[src/rtl/conv_apb_sequencer.sv]
// -----------------------------------------------------------------------------
// conv_apb_sequencer
//
// APB master that shares a single Gray-code/SPI converter slave between N_REQ
// requesters. A round-robin arbiter picks one requester per job. Each job does
// the following:
//   1. writes the operand (addr 0)
//   2. starts the converter (addr 4, data 8'h01)
//   3. polls control (addr 4) until the end flag bit 1 is set
//   4. reads the result (addr 2)
// It then reports the outcome on the rsp_* fields with a one-cycle ack.
//
// Ports
//   clk, rst_n        clock (rising edge) / asynchronous active-low reset
//   req[N_REQ]        per-requester job request, held until ack
//   req_operand       operand of requester i at bits [8i+7:8i]
//   ack[N_REQ]        one-cycle pulse to the served requester at job end
//   rsp_valid         one-cycle pulse, rsp_* valid
//   rsp_id            served requester index
//   rsp_result        result register value (0 on timeout)
//   rsp_err           control[7] seen at completion (0 on timeout)
//   rsp_timeout       job aborted by poll limit or pready limit
//   busy              high from the cycle after grant through DONE
//   paddr/pwdata/psel/penable/pwrite   APB master outputs (all registered)
//   pready/prdata     APB slave response
// -----------------------------------------------------------------------------
module conv_apb_sequencer #(
    parameter int N_REQ      = 2,
    parameter int POLL_MAX   = 64,
    parameter int PREADY_MAX = 16,
    localparam int ID_W      = (N_REQ > 1) ? $clog2(N_REQ) : 1
) (
    input  logic                 clk,
    input  logic                 rst_n,
    input  logic [N_REQ-1:0]     req,
    input  logic [8*N_REQ-1:0]   req_operand,
    output logic [N_REQ-1:0]     ack,
    output logic                 rsp_valid,
    output logic [ID_W-1:0]      rsp_id,
    output logic [7:0]           rsp_result,
    output logic                 rsp_err,
    output logic                 rsp_timeout,
    output logic                 busy,
    output logic [2:0]           paddr,
    output logic [7:0]           pwdata,
    output logic                 psel,
    output logic                 penable,
    output logic                 pwrite,
    input  logic                 pready,
    input  logic [7:0]           prdata
);

    localparam int POLL_W = $clog2(POLL_MAX + 1);
    localparam int WAIT_W = $clog2(PREADY_MAX + 1);

    localparam logic [2:0]       ADDR_OPERAND = 3'd0;
    localparam logic [2:0]       ADDR_RESULT  = 3'd2;
    localparam logic [2:0]       ADDR_CONTROL = 3'd4;
    localparam logic [7:0]       START_CMD    = 8'h01;
    localparam logic [N_REQ-1:0] ACK_LSB      = {{(N_REQ-1){1'b0}}, 1'b1};

    typedef enum logic [2:0] {
        ST_IDLE     = 3'd0,
        ST_WR_OP    = 3'd1,
        ST_WR_START = 3'd2,
        ST_POLL     = 3'd3,
        ST_RD_RES   = 3'd4,
        ST_DONE     = 3'd5
    } state_t;

    state_t              state_r;
    logic                access_r;     // 0 = SETUP phase, 1 = ACCESS phase
    logic [ID_W-1:0]     rr_ptr_r;
    logic [ID_W-1:0]     id_r;
    logic [7:0]          operand_r;
    logic                err_r;
    logic [POLL_W-1:0]   poll_cnt_r;
    logic [WAIT_W-1:0]   wait_cnt_r;   // ACCESS cycles already spent without pready

    logic                apb_state_s;
    logic                xfer_done_s;
    logic                wait_expired_s;
    logic                poll_expired_s;
    logic                job_end_s;
    logic                job_tmo_s;
    state_t              next_apb_s;
    logic [ID_W-1:0]     grant_s;
    logic [7:0]          grant_operand_s;

    // APB address used by each transfer state
    function automatic logic [2:0] addr_of(input state_t st);
        logic [2:0] a;
        case (st)
            ST_WR_OP:    a = ADDR_OPERAND;
            ST_WR_START: a = ADDR_CONTROL;
            ST_POLL:     a = ADDR_CONTROL;
            ST_RD_RES:   a = ADDR_RESULT;
            default:     a = 3'd0;
        endcase
        return a;
    endfunction

    // APB direction used by each transfer state
    function automatic logic write_of(input state_t st);
        logic w;
        case (st)
            ST_WR_OP:    w = 1'b1;
            ST_WR_START: w = 1'b1;
            default:     w = 1'b0;
        endcase
        return w;
    endfunction

    // APB write data used by each transfer state (reads drive zero)
    function automatic logic [7:0] wdata_of(input state_t st, input logic [7:0] op);
        logic [7:0] d;
        case (st)
            ST_WR_OP:    d = op;
            ST_WR_START: d = START_CMD;
            default:     d = 8'h00;
        endcase
        return d;
    endfunction

    // First set request at or after the pointer, wrapping around
    function automatic logic [ID_W-1:0] rr_pick(input logic [N_REQ-1:0] r,
                                                input logic [ID_W-1:0]  ptr);
        logic [ID_W-1:0] cand;
        logic [ID_W-1:0] pick;
        logic            found;
        cand  = ptr;
        pick  = ptr;
        found = 1'b0;
        for (int k = 0; k < N_REQ; k++) begin
            if (!found && r[cand]) begin
                pick  = cand;
                found = 1'b1;
            end
            cand = (cand == ID_W'(N_REQ - 1)) ? '0 : cand + ID_W'(1'b1);
        end
        return pick;
    endfunction

    // Requester index following id, modulo N_REQ
    function automatic logic [ID_W-1:0] next_id(input logic [ID_W-1:0] id);
        return (id == ID_W'(N_REQ - 1)) ? '0 : id + ID_W'(1'b1);
    endfunction

    // Transfer completion and job-termination conditions
    always_comb begin
        apb_state_s    = (state_r == ST_WR_OP) || (state_r == ST_WR_START) ||
                         (state_r == ST_POLL)  || (state_r == ST_RD_RES);
        xfer_done_s    = apb_state_s && access_r && pready;
        wait_expired_s = apb_state_s && access_r && !pready &&
                         (wait_cnt_r == WAIT_W'(PREADY_MAX - 1));
        poll_expired_s = (state_r == ST_POLL) && xfer_done_s && !prdata[1] &&
                         (poll_cnt_r == POLL_W'(POLL_MAX - 1));
        job_end_s      = wait_expired_s || poll_expired_s ||
                         ((state_r == ST_RD_RES) && xfer_done_s);
        job_tmo_s      = wait_expired_s || poll_expired_s;
    end

    // State that follows a completed transfer
    always_comb begin
        next_apb_s = ST_IDLE;
        case (state_r)
            ST_WR_OP:    next_apb_s = ST_WR_START;
            ST_WR_START: next_apb_s = ST_POLL;
            ST_POLL: begin
                if (prdata[1]) begin
                    next_apb_s = ST_RD_RES;
                end else begin
                    next_apb_s = ST_POLL;
                end
            end
            ST_RD_RES:   next_apb_s = ST_DONE;
            default:     next_apb_s = ST_IDLE;
        endcase
    end

    // Round-robin grant candidate and its operand
    always_comb begin
        grant_s         = rr_pick(req, rr_ptr_r);
        grant_operand_s = req_operand[{grant_s, 3'b000} +: 8];
    end

    // Sequencer FSM with registered APB and response outputs
    always_ff @(posedge clk or negedge rst_n) begin
        if (!rst_n) begin
            state_r     <= ST_IDLE;
            access_r    <= 1'b0;
            rr_ptr_r    <= '0;
            id_r        <= '0;
            operand_r   <= 8'h00;
            err_r       <= 1'b0;
            poll_cnt_r  <= '0;
            wait_cnt_r  <= '0;
            ack         <= '0;
            rsp_valid   <= 1'b0;
            rsp_id      <= '0;
            rsp_result  <= 8'h00;
            rsp_err     <= 1'b0;
            rsp_timeout <= 1'b0;
            busy        <= 1'b0;
            paddr       <= 3'd0;
            pwdata      <= 8'h00;
            psel        <= 1'b0;
            penable     <= 1'b0;
            pwrite      <= 1'b0;
        end else begin
            rsp_valid <= 1'b0;
            ack       <= '0;
            case (state_r)
                ST_IDLE: begin
                    if (|req) begin
                        state_r    <= ST_WR_OP;
                        access_r   <= 1'b0;
                        id_r       <= grant_s;
                        operand_r  <= grant_operand_s;
                        err_r      <= 1'b0;
                        poll_cnt_r <= '0;
                        wait_cnt_r <= '0;
                        busy       <= 1'b1;
                        psel       <= 1'b1;
                        penable    <= 1'b0;
                        paddr      <= ADDR_OPERAND;
                        pwrite     <= 1'b1;
                        pwdata     <= grant_operand_s;
                    end
                end
                ST_WR_OP, ST_WR_START, ST_POLL, ST_RD_RES: begin
                    if (!access_r) begin
                        access_r   <= 1'b1;
                        penable    <= 1'b1;
                        wait_cnt_r <= '0;
                    end else if (job_end_s) begin
                        // Result/err only meaningful on a clean finish
                        state_r     <= ST_DONE;
                        access_r    <= 1'b0;
                        psel        <= 1'b0;
                        penable     <= 1'b0;
                        pwrite      <= 1'b0;
                        paddr       <= 3'd0;
                        pwdata      <= 8'h00;
                        rsp_valid   <= 1'b1;
                        ack         <= ACK_LSB << id_r;
                        rsp_id      <= id_r;
                        rsp_timeout <= job_tmo_s;
                        rsp_result  <= job_tmo_s ? 8'h00 : prdata;
                        rsp_err     <= job_tmo_s ? 1'b0 : err_r;
                    end else if (xfer_done_s) begin
                        // Back-to-back: psel stays high into the next SETUP
                        state_r  <= next_apb_s;
                        access_r <= 1'b0;
                        penable  <= 1'b0;
                        paddr    <= addr_of(next_apb_s);
                        pwrite   <= write_of(next_apb_s);
                        pwdata   <= wdata_of(next_apb_s, operand_r);
                        if (state_r == ST_POLL) begin
                            if (prdata[1]) begin
                                err_r <= prdata[7];
                            end else if (poll_cnt_r != POLL_W'(POLL_MAX)) begin
                                poll_cnt_r <= poll_cnt_r + POLL_W'(1'b1);
                            end
                        end
                    end else if (wait_cnt_r != WAIT_W'(PREADY_MAX)) begin
                        wait_cnt_r <= wait_cnt_r + WAIT_W'(1'b1);
                    end
                end
                ST_DONE: begin
                    state_r  <= ST_IDLE;
                    busy     <= 1'b0;
                    rr_ptr_r <= next_id(id_r);
                end
                default: begin
                    // Unreachable encodings recover to a quiet IDLE
                    state_r  <= ST_IDLE;
                    access_r <= 1'b0;
                    busy     <= 1'b0;
                    psel     <= 1'b0;
                    penable  <= 1'b0;
                end
            endcase
        end
    end

endmodule

[config.mk]
export PLATFORM = sky130hd
export DESIGN_NAME = conv_apb_sequencer
export DESIGN_NICKNAME = d
export VERILOG_FILES = /design/src/rtl/conv_apb_sequencer.sv
export SDC_FILE = /design/constraint.sdc
export NUM_CORES = 1
export LEC_CHECK = 0
export BUFFER_PORTS_ARGS = -buffer_cell sky130_fd_sc_hd__buf_2
export CAP_MARGIN = 10
export CORE_MARGIN = 1
export CORE_UTILIZATION = 53
export DETAILED_ROUTE_END_ITERATION = 8
export PLACE_DENSITY = 0.78
export SKIP_CTS_REPAIR_TIMING = 1
export SLEW_MARGIN = 30
export SYNTH_ARGS = -nofsm -noshare
export SYNTH_HDL_FRONTEND = slang
export SYNTH_SLANG_ARGS = --single-unit
[constraint.sdc]
create_clock -name clk -period 2.9 [get_ports clk]
set_input_delay 0.29 -clock clk [delete_from_list [all_inputs] [get_ports clk]]
set_output_delay 0.29 -clock clk [all_outputs]
set_load 0.1 [all_outputs]
==> impl_metrics.prom, run 1 <==
# TYPE chip_impl_metric gauge
chip_impl_info{name="worst_path_max_delay_cell",value="or4_1"} 1
chip_impl_metric{name="synth_seq_cells",unit=""} 47
chip_impl_metric{name="cts_made_buffers",unit=""} 5
chip_impl_metric{name="timing.critical_path.arrival",unit="ps"} 2820
chip_impl_metric{name="routedWlPerCell",unit="um"} 14.2
chip_impl_metric{name="synth_simple_gate_area_share",unit="%"} 18.2
chip_impl_metric{name="setup_ws",unit="ps"} 300
chip_impl_metric{name="period_share",unit="%"} 89.7
chip_impl_metric{name="mappedNetlistNets",unit=""} 307
chip_impl_metric{name="yosys-mux-area-fraction",unit="%"} 7.89
chip_impl_info{name="worst-setup-path-type",value="reg -> reg"} 1
chip_impl_metric{name="postSynthCellCount",unit=""} 273
chip_impl_info{name="synth_top_family_by_area",value="compound AO/OA/AOI/OAI gates"} 1
chip_impl_metric{name="async_flop_share",unit="%"} 100
chip_impl_metric{name="ff2ff_path_depth",unit=""} 8
chip_impl_metric{name="overflow_after_grt",unit=""} 0
chip_impl_info{name="failed_checks",value="negative hold slack"} 1
chip_impl_metric{name="route.vias.total",unit=""} 2171
chip_impl_metric{name="route.detailed.drc",unit=""} 0
chip_impl_metric{name="crit_buf_inv",unit=""} 0
chip_impl_info{name="rsz0062_at_grt",value="no"} 1
chip_impl_metric{name="count_of_buffers_from_port_buffering",unit=""} 56
chip_impl_metric{name="worst_slew_margin_rel",unit="%"} 60.8
chip_impl_info{name="ys_dominant_reg_cell",value="dfrtp_1"} 1
chip_impl_metric{name="worstPathMaxFanout",unit=""} 8
chip_impl_metric{name="yosysWarningCount",unit=""} 0
chip_impl_metric{name="route.detailed.vias_per_inst",unit=""} 5.71
chip_impl_info{name="critical_path.endpoint_type",value="flip-flop"} 1
chip_impl_info{name="outcome",value="complete, but fails checks"} 1
chip_impl_metric{name="cap_violations",unit=""} 0
chip_impl_info{name="synthDominantAreaCellType",value="dfrtp_1"} 1
chip_impl_metric{name="yosys.area.top_type_share",unit="%"} 45.8
chip_impl_metric{name="maximum_number_of_pins_on_one_net_before_global_route_repair",unit=""} 48
chip_impl_metric{name="seq_area_frac_synth",unit="%"} 45.8
chip_impl_metric{name="detail_route.first_pass.iterations",unit=""} 6
chip_impl_metric{name="drt_initial_violations",unit=""} 185
chip_impl_metric{name="grt_antenna_before_repair",unit=""} 0
chip_impl_metric{name="placeableCoreArea",unit="um^2"} 4500
chip_impl_info{name="crit_family",value="simple AND/OR/NAND/NOR gates"} 1
chip_impl_metric{name="timing.hold.ws",unit="ps"} -17.2
chip_impl_metric{name="period_minus_slack",unit="ps"} 2600
chip_impl_metric{name="post_synth_xor_area_fraction",unit="%"} 0.341
chip_impl_info{name="post_synth_main_area_contributors",value="dfrtp_1 (46%), mux2i_1 (7.0%), nand2_1 (4.2%)"} 1
chip_impl_metric{name="worst-endpoint-required",unit="ps"} 3120
chip_impl_metric{name="grt_first_pass_wirelength",unit="um"} 9400
chip_impl_metric{name="finalSetupViolations",unit=""} 0
chip_impl_metric{name="clock_tree.buffer_depth",unit=""} 2
chip_impl_metric{name="grt_pass1_vias",unit=""} 2085
chip_impl_metric{name="syn_area_per_cell",unit="um^2"} 9.41
chip_impl_metric{name="clk_pin_slew_worst_paths",unit="ps"} 90
chip_impl_metric{name="synth-edff-count",unit=""} 0
chip_impl_metric{name="dp_hpwl",unit="um"} 3890
chip_impl_metric{name="num-nets-final",unit=""} 361
chip_impl_info{name="critical_path.cell_chain",value="ha_1 -> and3_1 -> ha_1 -> and3b_1 -> a211oi_1 -> a21oi_1 -> or4_1 -> a21oi_1"} 1
chip_impl_info{name="clock_tree.root_cell",value="clkbuf_8"} 1
chip_impl_metric{name="num_io_pins",unit=""} 58
chip_impl_metric{name="timing.critical_path.depth",unit=""} 8
chip_impl_metric{name="synth_compound_area_share",unit="%"} 18.9
chip_impl_info{name="most_common_cell_in_the_synthesized_netlist",value="dfrtp_1"} 1
chip_impl_metric{name="insertion_delay",unit="ps"} 300
chip_impl_metric{name="synth_adder_area_share",unit="%"} 2.44
chip_impl_metric{name="worstMarginPinSlew",unit="ps"} 588
chip_impl_info{name="hp-class",value="in -> async"} 1
chip_impl_metric{name="initial_cell_density_of_the_core",unit="%"} 57.0
chip_impl_info{name="yosys-top-cells-count",value="dfrtp_1 (47), nand2_1 (29), o21ai_0 (21)"} 1
chip_impl_metric{name="placement.setup.worst_slack",unit="ps"} 311
chip_impl_info{name="startpoint_type",value="flip-flop"} 1
chip_impl_metric{name="finalHoldViolations",unit=""} 41
chip_impl_metric{name="regToRegSetupSlack",unit="ps"} 300
chip_impl_metric{name="maxSlewViolCount",unit=""} 0
chip_impl_metric{name="totalWireLength",unit="um"} 5380
chip_impl_metric{name="fp-row-count",unit=""} 24
chip_impl_metric{name="syn-cell-area",unit="um^2"} 2570
chip_impl_metric{name="gp_congestion",unit=""} 0.872
chip_impl_metric{name="ant_nets",unit=""} 0
chip_impl_metric{name="skew",unit="ps"} 11.3
chip_impl_metric{name="worst_path_largest_cell_delay",unit="ps"} 510
chip_impl_metric{name="layout-drive-gt1-share",unit="%"} 24.4
chip_impl_metric{name="htree_levels",unit=""} 2
chip_impl_metric{name="setup-tns-final",unit="ps"} 0
chip_impl_metric{name="areaGrowthSynthToFinish",unit="%"} 15.1
chip_impl_info{name="tritoncts",value="done"} 1
chip_impl_metric{name="antenna_cells_inserted",unit=""} 0
chip_impl_metric{name="dieArea",unit="um^2"} 5130
chip_impl_metric{name="chipHeight",unit="um"} 71.6
chip_impl_metric{name="yosys.cell_types.count",unit=""} 50
chip_impl_metric{name="max_clock_freq",unit="GHz"} 0.385
chip_impl_metric{name="clock_sink_count",unit=""} 47
chip_impl_metric{name="globalRouteTotalUtil",unit="%"} 23.1
chip_impl_metric{name="dieWidth",unit="um"} 71.6
==> logic make-up after synthesis <==
group	after synthesis
other cells	1
simple gates	90
xor+xnor	1
fa+ha+maj	5
mux	20
buf+inv	33
compound gates	76
flops	47
==> path summary, 6_finish.rpt <==
kind                               start       endpoint
max                        wait_cnt_r[0]  poll_cnt_r[5]
min                                rst_n  rsp_result[0]
max reg2reg                wait_cnt_r[0]  poll_cnt_r[5]
min reg2reg                    pwdata[2]      pwdata[2]
max in group asynchronous          rst_n     state_r[1]
min in group clk               prdata[0]  rsp_result[0]
==> routing by layer <==
layer	GRT usage (%)	vias to the layer above	wire, um
met5	0	-	0
met4	5.88	0	50
met3	5.77	5	271
met2	39.0	67	2560
met1	29.9	1033	2500
li1	-	1066	-
==> layout by cell type (no fill, tap or decap), types with 2 or more instances in the layout <==
master | synthesis | final
a21o_1 | 11 | 11
a21oi_1 | 16 | 16
a22oi_1 | 2 | 2
a31oi_1 | 4 | 4
and3_1 | 3 | 3
buf_2 | 3 | 55
buf_4 | 3 | 8
clkbuf_8 | 0 | 5
dfrtp_1 | 47 | 47
ha_1 | 5 | 5
inv_1 | 17 | 17
mux2_2 | 2 | 2
mux2i_1 | 18 | 18
nand2_1 | 29 | 29
nand2b_1 | 3 | 3
nand3_1 | 7 | 7
nand3b_1 | 2 | 2
nor2_1 | 18 | 18
nor2b_1 | 2 | 2
nor3_1 | 4 | 4
nor4_1 | 2 | 2
nor4bb_1 | 3 | 3
o21ai_0 | 21 | 21
o22ai_1 | 3 | 3
o31a_1 | 2 | 2
o31ai_1 | 6 | 6
o41ai_1 | 2 | 2
or3_1 | 5 | 5
or4_1 | 3 | 3
==> through the flow <==
| step | area [um^2] | util (%) | std cells | hold slack, ps |
|---|---|---|---|---|
| final | 2960 | 65.6 | 380 | -17.2 |
| after global routing | 2960 | 65.6 | 380 | 31.7 |
| after CTS | 2960 | 65.6 | 380 | 0.227 |
| after detailed placement | 2870 | 63.7 | 372 | 335 |
| after global placement | 2870 | 63.7 | 372 | 454 |
| after floorplan | 2570 | - | 273 | -5.59 |
==> layout make-up <==
type,instances,area (um^2)
clock inverter,2,12.5
inverter,17,63.8
multi-input combinational,193,1230
tap,52,65.1
timing repair buffer,63,335
fill,393,1550
sequential,47,1180
clock buffer,6,72.6
==> flip-flops by register name, indices dropped and copies added (netlist names) <==
signal       flops
wait_cnt_r       5
err_r            1
id_r             1
penable          1
poll_cnt_r       7
ack              2
rsp_err          1
rsp_id           1
access_r         1
rsp_result       8
busy             1
rr_ptr_r         1
paddr            2
state_r          3
rsp_timeout      1
rsp_valid        1
psel             1
pwrite           1
pwdata           8
Power of run 1 is left out: the tool's default activity adds up to more than one toggle a clock period on the data nets, which glitch-free logic cannot reach.
==> run 2: changes to the inputs <==
- PLACE_DENSITY: 0.78 -> 0.84
==> run 2 against run 1 <==
The flow still finishes with violations (negative hold slack). Sequential share of layout area up 0.051 points. Final area down 0.13%. Via count rose by 1.3%. Register-to-register slack got worse by 20 ps. Routed wire length increased by 0.76%. Clock skew down 6.7 ps. Setup slack lost 16 ps. Global-route usage is 0.72 points lower. Non-clock buffer count did not move. Critical path depth unchanged.
==> impl_metrics.prom, run 2 (synthesis results as in run 1) <==
# TYPE chip_impl_metric gauge
chip_impl_info{name="outcome",value="complete, but fails checks"} 1
chip_impl_info{name="failed_checks",value="negative hold slack"} 1
chip_impl_metric{name="overflow_after_grt",unit=""} 0
chip_impl_metric{name="dp_hpwl",unit="um"} 3920
chip_impl_metric{name="detail_route.first_pass.iterations",unit=""} 4
chip_impl_metric{name="worst_slew_margin_rel",unit="%"} 56.8
chip_impl_metric{name="setup_ws",unit="ps"} 284
chip_impl_metric{name="cts_made_buffers",unit=""} 5
chip_impl_info{name="critical_path.reg2reg.startpoint",value="wait_cnt_r[0]"} 1
chip_impl_info{name="clock_tree.root_cell",value="clkbuf_8"} 1
chip_impl_metric{name="setup-tns-final",unit="ps"} 0
chip_impl_info{name="critical_path.endpoint_type",value="flip-flop"} 1
chip_impl_metric{name="drt_initial_violations",unit=""} 208
chip_impl_info{name="mostFrequentLayoutCell",value="buf_2"} 1
chip_impl_metric{name="route.detailed.drc",unit=""} 0
chip_impl_metric{name="layout-drive-gt1-share",unit="%"} 24.7
chip_impl_metric{name="maximum_number_of_pins_on_one_net_before_global_route_repair",unit=""} 48
chip_impl_metric{name="timing.hold.ws",unit="ps"} -29.3
chip_impl_metric{name="finalSetupViolations",unit=""} 0
chip_impl_metric{name="areaGrowthSynthToFinish",unit="%"} 15.0
chip_impl_metric{name="timing.critical_path.arrival",unit="ps"} 2850
chip_impl_metric{name="worstMarginPinSlew",unit="ps"} 644
chip_impl_metric{name="clock_tree.buffer_depth",unit=""} 2
chip_impl_metric{name="grt_first_pass_wirelength",unit="um"} 9060
chip_impl_info{name="hp-class",value="in -> async"} 1
chip_impl_metric{name="route.vias.total",unit=""} 2199
chip_impl_metric{name="num-nets-final",unit=""} 361
chip_impl_metric{name="chipHeight",unit="um"} 71.6
chip_impl_metric{name="clk_pin_slew_worst_paths",unit="ps"} 90
chip_impl_metric{name="max_clock_freq",unit="GHz"} 0.382
chip_impl_metric{name="cap_violations",unit=""} 0
chip_impl_info{name="largestRegisters",value="pwdata x8, rsp_result x8, poll_cnt_r x7"} 1
chip_impl_metric{name="count_of_buffers_from_port_buffering",unit=""} 56
chip_impl_metric{name="finalHoldViolations",unit=""} 38
chip_impl_metric{name="placeableCoreArea",unit="um^2"} 4500
chip_impl_metric{name="dieWidth",unit="um"} 71.6
chip_impl_metric{name="maxSlewViolCount",unit=""} 0
chip_impl_metric{name="totalWireLength",unit="um"} 5420
chip_impl_metric{name="initial_cell_density_of_the_core",unit="%"} 57.0
chip_impl_metric{name="worstPathMaxFanout",unit=""} 8
chip_impl_metric{name="period_minus_slack",unit="ps"} 2620
chip_impl_metric{name="clock_sink_count",unit=""} 47
chip_impl_info{name="startpoint_type",value="flip-flop"} 1
chip_impl_info{name="worst-setup-path-type",value="reg -> reg"} 1
chip_impl_metric{name="num_io_pins",unit=""} 58
chip_impl_metric{name="skew",unit="ps"} 4.62
chip_impl_info{name="tritoncts",value="done"} 1
chip_impl_metric{name="antenna_cells_inserted",unit=""} 0
chip_impl_info{name="critical_path.startpoint",value="wait_cnt_r[0]"} 1
chip_impl_metric{name="route.detailed.vias_per_inst",unit=""} 5.79
chip_impl_metric{name="period_share",unit="%"} 90.2
chip_impl_metric{name="worst-endpoint-required",unit="ps"} 3130
chip_impl_metric{name="grt_pass1_vias",unit=""} 2027
chip_impl_metric{name="placement.setup.worst_slack",unit="ps"} 331
chip_impl_metric{name="routedWlPerCell",unit="um"} 14.3
chip_impl_metric{name="globalRouteTotalUtil",unit="%"} 22.4
chip_impl_metric{name="gp_congestion",unit=""} 0.840
chip_impl_metric{name="dieArea",unit="um^2"} 5130
chip_impl_metric{name="grt_antenna_before_repair",unit=""} 0
chip_impl_info{name="rsz0062_at_grt",value="no"} 1
chip_impl_info{name="mostFrequentLayoutCells",value="buf_2 (56), dfrtp_1 (47), nand2_1 (29)"} 1
chip_impl_metric{name="ant_nets",unit=""} 0
chip_impl_metric{name="insertion_delay",unit="ps"} 300
chip_impl_metric{name="fp-row-count",unit=""} 24
chip_impl_metric{name="htree_levels",unit=""} 2
[run 2: changes by cell type in the layout (fill, tap and decap cells not counted)]
cell	before	now
buf_2	55	56
clkinv_2	1	3
buf_4	8	7
clkinvlp_4	1	0
clkbuf_1	1	0
[run 2: final timing paths]
kind / endpoint / slack (ps) / cells past startpoint
setup / recovery: poll_cnt_r[3] / 280 / 8
hold / removal: wait_cnt_r[3] / -30 / 1
setup reg to reg: poll_cnt_r[3] / 280 / 8
hold reg to reg: pwdata[1] / 480 / 1
max in group asynchronous: access_r / 2520 / 1
min in group clk: rsp_result[4] / 220 / 3
[run 2: area by class of cell]
type	instances	area, um^2
Clock buffer	5	68.8
Clock inverter	3	15.0
Fill cell	380	1550
Inverter	17	63.8
Multi-Input combinational cell	193	1230
Sequential cell	47	1180
Tap cell	52	65.1
Timing Repair Buffer	63	333
[run 2: layer usage]
metal	share of wire (%)	wire [um]	GRT usage [%]
met5	0	0	0
met4	1.6	88	6.75
met3	4.7	254	4.22
met2	49	2650	37.6
met1	45	2430	29.6
[run 2: worst max-delay path, stage by stage, from the launching register on]
cell	delay (ps)
dfrtp_1	430
ha_1	220
and3_1	180
ha_1	240
and3b_1	230
a211oi_1	310
a21oi_1	260
or4_1	520
a21oi_1	150
[run 2: metrics by stage]
stage | cell area [um^2] | cells | hold WS [ps] | utilization [%]
after floorplan | 2570 | 273 | -5.59 | -
after global placement | 2860 | 371 | 455 | 63.5
after detailed placement | 2860 | 371 | 333 | 63.6
after CTS | 2950 | 379 | 7.28 | 65.4
after global routing | 2950 | 380 | 43.2 | 65.6
final | 2950 | 380 | -29.3 | 65.6
Power of run 2 is left out for the same reason.
==> run 3: changes to the inputs <==
- CORE_UTILIZATION: 53 -> 34
- PLACE_DENSITY: 0.84 -> 0.6
- clock period: 2.9 -> 3.2 ns (I/O delays scaled with it)
==> run 3 against run 2 <==
The flow now finishes without violations. Critical path depth unchanged. Cell count up 12%. Sequential share of layout area is 0.68 points lower. Flip-flop and latch count did not move. Clock skew grew 2.8 ps. Register-to-register slack gained 240 ps. Routed wire length increased by 6.3%.
==> impl_metrics.prom, run 3 (synthesis results as in run 1) <==
# TYPE chip_impl_metric gauge
chip_impl_info{name="outcome",value="completed"} 1
chip_impl_metric{name="maxSlewViolCount",unit=""} 0
chip_impl_metric{name="cap_violations",unit=""} 0
chip_impl_metric{name="grt_antenna_before_repair",unit=""} 0
chip_impl_metric{name="drt_initial_violations",unit=""} 112
chip_impl_metric{name="timing.critical_path.arrival",unit="ps"} 2900
chip_impl_metric{name="worst_slew_margin_rel",unit="%"} 60.0
chip_impl_metric{name="placement.cell_area",unit="um^2"} 2910
chip_impl_metric{name="placement.setup.worst_slack",unit="ps"} 605
chip_impl_metric{name="grt_first_pass_wirelength",unit="um"} 9650
chip_impl_metric{name="placeableCoreArea",unit="um^2"} 7290
chip_impl_metric{name="maximum_number_of_pins_on_one_net_before_global_route_repair",unit=""} 48
chip_impl_metric{name="clk_pin_slew_worst_paths",unit="ps"} 90
chip_impl_info{name="startpoint_type",value="flip-flop"} 1
chip_impl_metric{name="areaGrowthSynthToFinish",unit="%"} 17.0
chip_impl_metric{name="detail_route.first_pass.iterations",unit=""} 4
chip_impl_metric{name="gp_congestion",unit=""} 0.810
chip_impl_metric{name="finalHoldViolations",unit=""} 0
chip_impl_metric{name="met3_usage",unit="%"} 3.42
chip_impl_info{name="critical_path.reg2reg.startpoint",value="wait_cnt_r[0]"} 1
chip_impl_info{name="critical_path.endpoint_type",value="flip-flop"} 1
chip_impl_metric{name="layout_cell_area_excl_fill",unit="um^2"} 3000
chip_impl_metric{name="layout-drive-gt1-share",unit="%"} 23.9
chip_impl_metric{name="fp-row-count",unit=""} 31
chip_impl_metric{name="insertion_delay",unit="ps"} 310
chip_impl_metric{name="groute.layer.met1.usage",unit="%"} 21.8
chip_impl_metric{name="gr-usage-met2",unit="%"} 25.2
chip_impl_metric{name="dieWidth",unit="um"} 88.9
chip_impl_metric{name="routedWlPerCell",unit="um"} 13.6
chip_impl_metric{name="initial_cell_density_of_the_core",unit="%"} 35.2
chip_impl_metric{name="finalSetupViolations",unit=""} 0
chip_impl_metric{name="dp_hpwl",unit="um"} 4090
chip_impl_metric{name="timing.hold.ws",unit="ps"} 2.08
chip_impl_metric{name="clock_tree.buffer_depth",unit=""} 2
chip_impl_metric{name="setup-tns-final",unit="ps"} 0
chip_impl_metric{name="totalWireLength",unit="um"} 5770
chip_impl_metric{name="setup_ws",unit="ps"} 527
chip_impl_metric{name="num-nets-final",unit=""} 359
chip_impl_info{name="clock_tree.root_cell",value="clkbuf_8"} 1
chip_impl_metric{name="antenna_cells_inserted",unit=""} 0
chip_impl_metric{name="ff2ff_path_depth",unit=""} 8
chip_impl_metric{name="worst-endpoint-required",unit="ps"} 3430
chip_impl_metric{name="globalRouteTotalUtil",unit="%"} 15.8
chip_impl_metric{name="max_clock_freq",unit="GHz"} 0.374
chip_impl_metric{name="regToRegSetupSlack",unit="ps"} 530
chip_impl_metric{name="overflow_after_grt",unit=""} 0
chip_impl_metric{name="worstPathMaxFanout",unit=""} 8
chip_impl_metric{name="count_of_buffers_from_port_buffering",unit=""} 56
chip_impl_metric{name="num_io_pins",unit=""} 58
chip_impl_metric{name="clock_sink_count",unit=""} 47
chip_impl_info{name="tritoncts",value="done"} 1
chip_impl_metric{name="dieArea",unit="um^2"} 7910
chip_impl_info{name="rsz0062_at_grt",value="no"} 1
chip_impl_metric{name="worstMarginPinSlew",unit="ps"} 600
chip_impl_info{name="mostFrequentLayoutCell",value="buf_2"} 1
chip_impl_info{name="hp-class",value="in -> async"} 1
chip_impl_metric{name="grt_pass1_vias",unit=""} 2061
chip_impl_metric{name="ant_nets",unit=""} 0
chip_impl_metric{name="route.vias.total",unit=""} 2146
chip_impl_info{name="mostFrequentLayoutCells",value="buf_2 (55), dfrtp_1 (47), nand2_1 (29)"} 1
chip_impl_info{name="grt_busiest_layer",value="met2"} 1
chip_impl_metric{name="htree_levels",unit=""} 2
chip_impl_metric{name="route.detailed.vias_per_inst",unit=""} 5.05
chip_impl_metric{name="period_minus_slack",unit="ps"} 2670
chip_impl_info{name="worst-setup-path-type",value="reg -> reg"} 1
chip_impl_metric{name="skew",unit="ps"} 7.37
chip_impl_metric{name="period_share",unit="%"} 83.5
chip_impl_info{name="critical_path.reg2reg.endpoint",value="poll_cnt_r[5]"} 1
chip_impl_metric{name="cts_made_buffers",unit=""} 5
chip_impl_metric{name="chipHeight",unit="um"} 88.9
chip_impl_metric{name="route.detailed.drc",unit=""} 0
chip_impl_info{name="largestRegisters",value="pwdata x8, rsp_result x8, poll_cnt_r x7"} 1
==> run 3: routing by layer <==
| layer | part of all wire (%) | up-vias |
|---|---|---|
| met5 | 0 | - |
| met4 | 1.2 | 0 |
| met3 | 3.4 | 7 |
| met2 | 47 | 36 |
| met1 | 49 | 1036 |
| li1 | - | 1067 |
==> run 3: worst max-delay path: stages (launching register included) <==
cell and delay, ps:
dfrtp_1 420, ha_1 230, and3_1 190, ha_1 250
and3b_1 240, a211oi_1 310, a21oi_1 260, or4_1 510
a21oi_1 170
==> run 3: metrics by stage <==
stage | std cells | utilization (%)
after floorplan | 273 | -
after global placement | 416 | 39.8
after detailed placement | 416 | 39.9
after CTS | 424 | 41.1
after global routing | 425 | 41.2
final | 425 | 41.2
==> run 3: area by class of cell <==
cell class,count,area [um^2]
clock inverters,2,16.3
flip-flops and latches,47,1180
repair buffers,61,320
multi-input cells,193,1230
fillers,779,4290
inverters,17,63.8
well taps,99,124
clock buffers,6,72.6
==> run 3: worst max-delay path by stage <==
stage          depth (start not counted)  slack [ps]             to          start
2_1_floorplan                          8         840  poll_cnt_r[3]  wait_cnt_r[0]
3_3_place_gp                           8         690  poll_cnt_r[5]  wait_cnt_r[0]
3_5_place_dp                           8         610  poll_cnt_r[5]  wait_cnt_r[0]
4_1_cts                                8         560  poll_cnt_r[5]  wait_cnt_r[0]
5_1_grt                                8         330  poll_cnt_r[3]  wait_cnt_r[0]
6_report                               8         530  poll_cnt_r[5]  wait_cnt_r[0]
Power of run 3 is left out for the same reason.
